--- config.mk ---
export PLATFORM = sky130hd
export DESIGN_NAME = settle_timer
export DESIGN_NICKNAME = d
export VERILOG_FILES = /design/src/rtl/equiv_pkg.sv /design/src/rtl/settle_timer.sv
export SDC_FILE = /design/constraint.sdc
export NUM_CORES = 1
export LEC_CHECK = 0
export ABC_CLOCK_PERIOD_IN_PS = 1880
export BUFFER_PORTS_ARGS = -buffer_cell sky130_fd_sc_hd__buf_2
export CAP_MARGIN = 20
export CORE_AREA = 3 3 40 42
export CTS_CLUSTER_DIAMETER = 100
export CTS_CLUSTER_SIZE = 16
export DETAILED_ROUTE_END_ITERATION = 6
export DIE_AREA = 0 0 43 45
export GPL_TIMING_DRIVEN = 1
export PLACE_DENSITY = 0.36
export SETUP_SLACK_MARGIN = 0.3
export SYNTH_ARGS = -nofsm -noshare
export SYNTH_HDL_FRONTEND = slang
export SYNTH_SLANG_ARGS = --single-unit
--- constraint.sdc ---
create_clock -name clk -period 1.88 [get_ports clk]
set_clock_uncertainty 0.1 [all_clocks]
set_input_delay 0.188 -clock clk [delete_from_list [all_inputs] [get_ports clk]]
set_output_delay 0.188 -clock clk [all_outputs]
set_load 0.005 [all_outputs]
--- src/rtl/equiv_pkg.sv ---
// Shared types and constants for the expression equivalence sweep checker.
package equiv_pkg;

  localparam int unsigned SETTLE_MAX = 15;
  localparam int unsigned SETTLE_W   = 4;

  typedef enum logic [1:0] {
    ST_IDLE   = 2'd0,
    ST_DRIVE  = 2'd1,
    ST_SAMPLE = 2'd2,
    ST_DONE   = 2'd3
  } state_e;

endpackage

--- src/rtl/settle_timer.sv ---
// Loadable down-counter that holds each test vector for a programmable number of cycles.
module settle_timer
  import equiv_pkg::*;
#(
  parameter int unsigned W = SETTLE_W
) (
  input  logic         clk,
  input  logic         rst_n,
  input  logic         load,
  input  logic [W-1:0] load_val,
  input  logic         tick,
  output logic         zero_c
);

  logic [W-1:0] count_q;

  always_ff @(posedge clk or negedge rst_n) begin
    if (!rst_n) begin
      count_q <= '0;
    end else if (load) begin
      count_q <= load_val;
    end else if (tick && (count_q != '0)) begin
      count_q <= count_q - W'(1);
    end
  end

  assign zero_c = (count_q == '0);

endmodule

Word-level counts from Yosys, hierarchy flattened --
Index checks and enable logic that the tools add are counted.
Cells by class: add/subtract/negate cells 1, multiplexer cells 2, reductions and logical operators 4
Operator list (count):
- $mux W4 | 2
- $logic_not A4 Y1 | 1
- $reduce_bool A4 Y1 | 1
- $sub A4 B1 Y4 const B | 1
- $reduce_bool A2 Y1 | 1
- $logic_and A1 B1 Y1 | 1
Storage, ports and cells: flip-flop bits (word level) 4, input bits 8, output and inout port bits 1, logic and storage cells 8

Logic depth before layout (Yosys ltp) --
Gate-level depths: netlist (run 1).
depth in word-level cells 4, mapped depth 5, mapped depth without buffers 5

Least setup slack after synthesis (run 1) --
Ideal clock, no wire load.
path kind register to register, start register count_q[0], end register count_q[1], setup time 80 ps, data arrival time 1300 ps, setup slack 400 ps, stages on the path, launching flop included 6, path buffers 0, path through dfrtp_1 -> inv_1 -> ha_1 -> nor3b_2 -> or4_1 -> o211ai_2
Between the ends: longest elaborated chain between the ends 3, elaborated cells on any way between the ends 6, classes of those cells 1 x add/sub; 2 x mux; 3 x reduce/logical
Ends and longest elaborated chain:
- from (decl) | line settle_timer.sv:15 | logic [W-1:0] count_q;
- from (signal assigned) | line settle_timer.sv:21 | count_q <= load_val;
- from (signal assigned) | line settle_timer.sv:23 | count_q <= count_q - W'(1);
- $sub A4 B1 Y4 or $reduce_bool A4 Y1 (tied branches) | line settle_timer.sv:23, settle_timer.sv:22
- $mux W4 or $logic_and A1 B1 Y1 (tied branches) | line settle_timer.sv:22 | end else if (tick && (count_q != '0)) begin
- $mux W4 or $reduce_bool A2 Y1 (tied branches)
Parallel ways exist; a longest one is shown, timed or not. The select of a mux whose other input is x is not followed. A chain may end at the register's enable or synchronous reset.

Final worst setup path (run 1) --
start register count_q[1], end register count_q[0]
Between the ends: longest elaborated chain between the ends 3
Ends and longest elaborated chain (line):
- $reduce_bool A4 Y1 | settle_timer.sv:22
- $logic_and A1 B1 Y1 | settle_timer.sv:22
- $reduce_bool A2 Y1 (no line)
Every way passes these cells.

==> summary.md, run 1 <==
| Metric | Value |
|---|---|
| RSZ-0062 raised after global routing | no |
| Capture point of the worst reg-to-reg path | count_q[0] |
| Max-slew violations | 0 |
| GRT overflow | 0 |
| Setup_tns | 0 ps |
| Clock slew at reported path FFs | around 40 ps |
| Die H | between 40 and 50 um |
| Distinct cells, synth | 18 |
| Die W | 43 um |
| # IOs | 9 |
| H-tree level count | 1 |
| Initial antenna violation count | 0 |
| Commonest cells after routing, fill and taps aside | buf_2 (8), dfrtp_1 (4), buf_4 (4), nand2_1 (3), clkbuf_4 (3) |
| Fraction of layout cells with a size suffix above 1 | 50.0% |
| CP startpoint kind | register |
| Clock Latency Late Sink | 230 ps |
| Most flops, register | count_q |
| Site Rows | 13 |
| Vias | around 250 |
| DIE AREA | 1940 um^2 |
| Net Count, Synth | 36 |
| Area growth, synth to finish | 47.7% |
| Register Area | 100 um^2 |
| Clock sink total | 4 |
| CTS root buf | clkbuf_4 |
| Drt total wl | 611 um |
| Hold Path Cell Cnt | 3 |
| Largest register FFs | 4 |
| Crit path from | count_q[1] |
| TritonCTS Buffers | 3 |
| Worst-Margin Slew | 248 ps |
| Antenna diode count | 0 |
| Post-synthesis cell area | 270 um^2 |
| Fmax | around 0.66 GHz |
| Reg2reg setup slack | approximately 370 ps |
| Multi-input gate area | 166 um^2 |
| Worst Hold Class | in -> reg |
| Peak VDD IR | between 0.0002 and 0.0003 V |
| Setup violators final | 0 |
| Post-synthesis sequential area ratio | 37.0% |
| Clock Tree Buf Depth | 2 |
| Vias in the first global route | 264 |
| Status | complete, no violations |
| Drt wl/cell | 10.7 um |
| Hold Path Origin | load_val[1] |
| Final min period | 1510 ps |
| R2R Path Start | count_q[1] |
| Endpoint type of the worst setup path | register |
| Critical Path RT | ~1900 ps |
| Slew HR | ~83% |
| Syn Area/Cell | roughly 10 um^2 |
| Via-to-Cell Ratio | 4.32 |
| Post-synthesis register bit count | 4 |
| Final period utilization | 80.2% |
| FILL cells | 136 |
| Biggest registers after layout | count_q (4) |
| Nets@finish | 53 |
| Antenna Nets Post-Route | 0 |
| Final non-filler cell total | 57 |
| Final Power | 0.296 mW |
| CTS tree | yes |
| CORE AREA | 1280 um^2 |
| Max-cap viol count | 0 |
| Post-Place Cells | 49 |
| GRT Overall Usage | 7.61% |
| Most common cell after layout, fill and taps aside | buf_2 |
| Initial DRC count | 4 |
| Starting Density | 21.0% |
| Hold Slack | 70.9 ps |
| First-pass DRT Iterations | 2 |
| WHS Endpoint | count_q[1] |
| R2R cell count | 6 |
| Mapped Cells | 27 |
| Gp weighted congestion | 0.608 |
| # DRC | 0 |
| Port bufs | 8 |
| Final hold vios | 0 |
| Global-route wire length before repair | 1060 um |
| Lkg Pwr | 0.185 nW |
| Critical Path AT | about 1500 ps |
| Pin count of the biggest net entering global routing | 11 |
| Crit Path Max Fanout | 4 |
| Synth warn | 0 |
| Crit Path Class | reg -> reg |
| Pwr/cell area | 740 nW/um^2 |
-- how the worst max path moves through the flow --
stage	end	depth (start not counted)
4_1_cts	zero_c	4
2_1_floorplan	count_q[1]	5
5_1_grt	zero_c	4
3_3_place_gp	count_q[1]	5
3_5_place_dp	count_q[1]	5
6_report	count_q[0]	6
-- power breakdown --
part / total [mW] / internal, mW / switching, mW / leakage (nW)
Clock: 0.101 / 0.0710 / 0.0299 / 0.0138
Combinational: 0.0854 / 0.0494 / 0.0360 / 0.123
Sequential: 0.109 / 0.0973 / 0.0120 / 0.0480
-- per-stage QoR --
stage | util (%) | cell area [um^2] | setup slack (ps)
after detailed placement | 24.7 | 318 | 295
after global placement | 24.7 | 318 | 348
after CTS | 29.7 | 382 | 313
final | 31.1 | 399 | 372
after global routing | 31.1 | 399 | 310
after floorplan | - | 270 | 400
-- layer usage --
| layer | GRT usage, % | vias to the layer above | share of wire [%] |
|---|---|---|---|
| li1 | - | 129 | - |
| met1 | 9.02 | 110 | 43 |
| met2 | 11.4 | 5 | 51 |
| met3 | 1.59 | 2 | 5.1 |
| met4 | 7.23 | 0 | 0.82 |
| met5 | 0 | - | 0 |
-- kinds of logic after synthesis --
family                     count (synthesis)  share of synthesized area [%]
adders and majority gates                  1                           4.63
buffers and inverters                      4                           8.33
DFF                                        4                           37.0
AOI/OAI and AO/OA                          7                           19.9
and+or+nand+nor                           11                           30.1
-- timing repair --
action / 4_1_cts / 5_1_grt
hold buffers: 1 / 0
gates resized for setup: 2 / 3
setup endpoints to repair: 2 / 2
setup buffers: 3 / 1
cloned: 0 / 0
pin swaps: 0 / 1
endpoints found under the hold margin: 4 / 0
-- cells in the mapped netlist --
cell type / number / area, um^2
a21oi_1: 1 / 5.00
a221o_1: 1 / 10.0
and4b_1: 1 / 10.0
buf_6: 1 / 11.3
dfrtp_1: 4 / 100
ha_1: 1 / 12.5
inv_1: 3 / 11.3
nand2_1: 3 / 11.3
nor3_1: 2 / 10.0
nor3b_1: 1 / 7.51
nor3b_2: 1 / 12.5
nor4b_2: 1 / 15.0
o211ai_2: 1 / 12.5
o21a_1: 1 / 7.51
o21ai_0: 2 / 10.0
o31a_1: 1 / 8.76
or2b_1: 1 / 7.51
or4_1: 1 / 7.51
-- critical path, stage by stage (launching register included) --
cell	delay, ps
dfrtp_1	360
inv_2	60
ha_4	160
nor3b_4	150
buf_4	140
o21a_1	160
o31a_1	270
-- final cells by class --
type	count	area share (%)
clock buffers	3	5.64
inverters	3	2.82
multi-input cells	19	41.7
flip-flops and latches	4	25.1
well taps	15	4.70
repair buffers	13	20.1
No activity file was read; power rests on OpenSTA's default activity.
==> inputs of run 2 (changes only) <==
ABC_CLOCK_PERIOD_IN_PS = 1350   (was 1880)
PLACE_DENSITY = 0.37   (was 0.36)
clock period = 1.35 ns   (was 1.88 ns; I/O delays follow)
==> summary.md, run 2 (synthesis results as in run 1) <==
| Metric | Value |
|---|---|
| Worst Hold Class | in -> reg |
| Worst setup margin | -117 ps |
| HPWL after detailed placement | 481 um |
| First-pass DRT Iterations | 4 |
| Pin count of the biggest net entering global routing | 11 |
| CTS tree | yes |
| Die H | 45 um |
| Commonest cells after routing, fill and taps aside | buf_2 (8), dfrtp_1 (4), buf_4 (4), nand2_1 (3), clkbuf_4 (3) |
| # DRC | 0 |
| Starting Density | 21.0% |
| Finished Cell Area | 412 um^2 |
| Setup Fix Bufs, Post-CTS | 0 |
| Vias in the first global route | about 250 |
| Pwr/cell area | 1030 nW/um^2 |
| Multi-input gate area | 179 um^2 |
| Area growth, synth to finish | 52.3% |
| DIE AREA | 1940 um^2 |
| Most flops, register | count_q |
| Critical Path RT | 1120 ps |
| Clock sink total | 4 |
| CORE AREA | between 1000 and 1500 um^2 |
| Slew HR | 82.5% |
| Setup_tns | -350 ps |
| Int Power | about 0.31 mW |
| Peak VDD IR | 0.000351 V |
| Initial DRC count | 9 |
| Hold Path Origin | load_val[2] |
| Comb power frac | 29.7% |
| Drt wl/cell | 11.3 um |
| Fraction of layout cells with a size suffix above 1 | 52.4% |
| CTS root buf | clkbuf_4 |
| Hold Path Cell Cnt | 3 |
| Nets@finish | 53 |
| Clock Tree Buf Depth | 2 |
| RSZ-0062 raised after global routing | yes |
| Largest register FFs | 4 |
| Status | finished with violations |
| R2R cell count | 4 |
| Final period utilization | 109% |
| Clock Latency Late Sink | 230 ps |
| Gp weighted congestion | approximately 0.63 |
| GRT Overall Usage | 7.51% |
| Drt total wl | 643 um |
| Max-slew violations | 0 |
| Fmax | around 0.68 GHz |
| Die W | 43 um |
| Area after DPL | about 370 um^2 |
| WHS Endpoint | count_q[2] |
| Most common cell after layout, fill and taps aside | buf_2 |
| GRT overflow | 0 |
| Global-route wire length before repair | 1030 um |
| TritonCTS Buffers | 3 |
| Clock slew at reported path FFs | 40 ps |
| Clock power share | 33.8% |
| Site Rows | 13 |
| Max-cap viol count | 0 |
| Initial antenna violation count | 0 |
| Final Power | approximately 0.42 mW |
| Reg2reg setup slack | -90 ps |
| Worst-Margin Slew | 262 ps |
| Crit Path Max Fanout | 5 |
| Flop pwr share | ~37% |
| Capture point of the worst reg-to-reg path | count_q[1] |
| Crit Path Class | reg -> out |
| Vias | roughly 270 |
| Lkg Pwr | 0.191 nW |
| CP max stage cell | dfrtp_1 |
| FILL cells | 149 |
| Endpoint type of the worst setup path | output port |
| Register Area | 100 um^2 |
| Switching Fraction | 27.7% |
| Antenna Nets Post-Route | 0 |
| Setup violators final | 4 |
| Critical Path AT | 1230 ps |
| H-tree level count | 1 |
| Via-to-Cell Ratio | around 4.7 |
| Biggest registers after layout | count_q (4) |
| Antenna diode count | 0 |
| Switch Pwr | 0.117 mW |
| R2R Path Start | count_q[0] |
| Slowest stage delay, CP | 390 ps |
| CP startpoint kind | register |
| Final Core Density | 32.0% |
| # IOs | 9 |
| Port bufs | 8 |
| Hold Slack | about 21 ps |
| Failing checks | negative setup slack |
| Critical path cell sequence | inv_2 > ha_4 > nor3b_4 > buf_2 |
| Final min period | 1470 ps |
| Final hold vios | 0 |
## run 2: cell count changes in the layout (fill, tap and decap cells not counted)
cell     before  now
a21oi_1       1    0
a21oi_2       0    1
nor4b_2       1    0
nor4b_4       0    1
o21ai_0       2    1
o21ai_1       0    1
## run 2: worst max-delay path by stage
stage	start	to
final	count_q[0]	zero_c
after global routing	count_q[0]	zero_c
after CTS	count_q[0]	zero_c
after detailed placement	count_q[0]	count_q[1]
after global placement	count_q[0]	count_q[1]
after floorplan	count_q[0]	count_q[1]
## run 2: repair_timing
item | in CTS | in global routing
setup endpoints to repair | 5 | 5
endpoints found under the hold margin | 4 | 0
gates resized for setup | 1 | 1
pin swaps | 4 | 0
hold buffers | 1 | 0
## run 2: layout make-up
type / count / area share (%)
repair buffers: 13 / 19.5
clock buffers: 3 / 5.47
inverters: 3 / 2.74
well taps: 15 / 4.56
flip-flops and latches: 4 / 24.3
multi-input cells: 19 / 43.5
## run 2: metal layers
metal	part of all wire, %	up-vias	GRT usage (%)
met5	0	-	0
met4	0	0	7.23
met3	11	0	1.99
met2	49	10	9.88
met1	40	127	9.71
li1	-	131	-
## run 2: power by group through the flow
stage	Clock (mW)	Sequential (mW)	Combinational [mW]
finish	0.143	0.154	0.125
global route	0.155	0.156	0.141
CTS	0.152	0.152	0.120
detailed placement	0	0.153	0.115
global placement	0	0.153	0.113
floorplan	0	0.153	0.0677
## run 2: critical path, delay by kind of cell, from the launching register on
kind | cells | cell delay (ps)
fa+ha+maj | 1 | 120
simple gates | 1 | 250
buf+inv | 2 | 230
flops | 1 | 390
## run 2: through the flow
stage / instances / setup WS (ps)
after floorplan: 27 / -64.8
after global placement: 53 / -71.0
after detailed placement: 53 / -82.6
after CTS: 57 / -124
after global routing: 57 / -198
final: 57 / -117
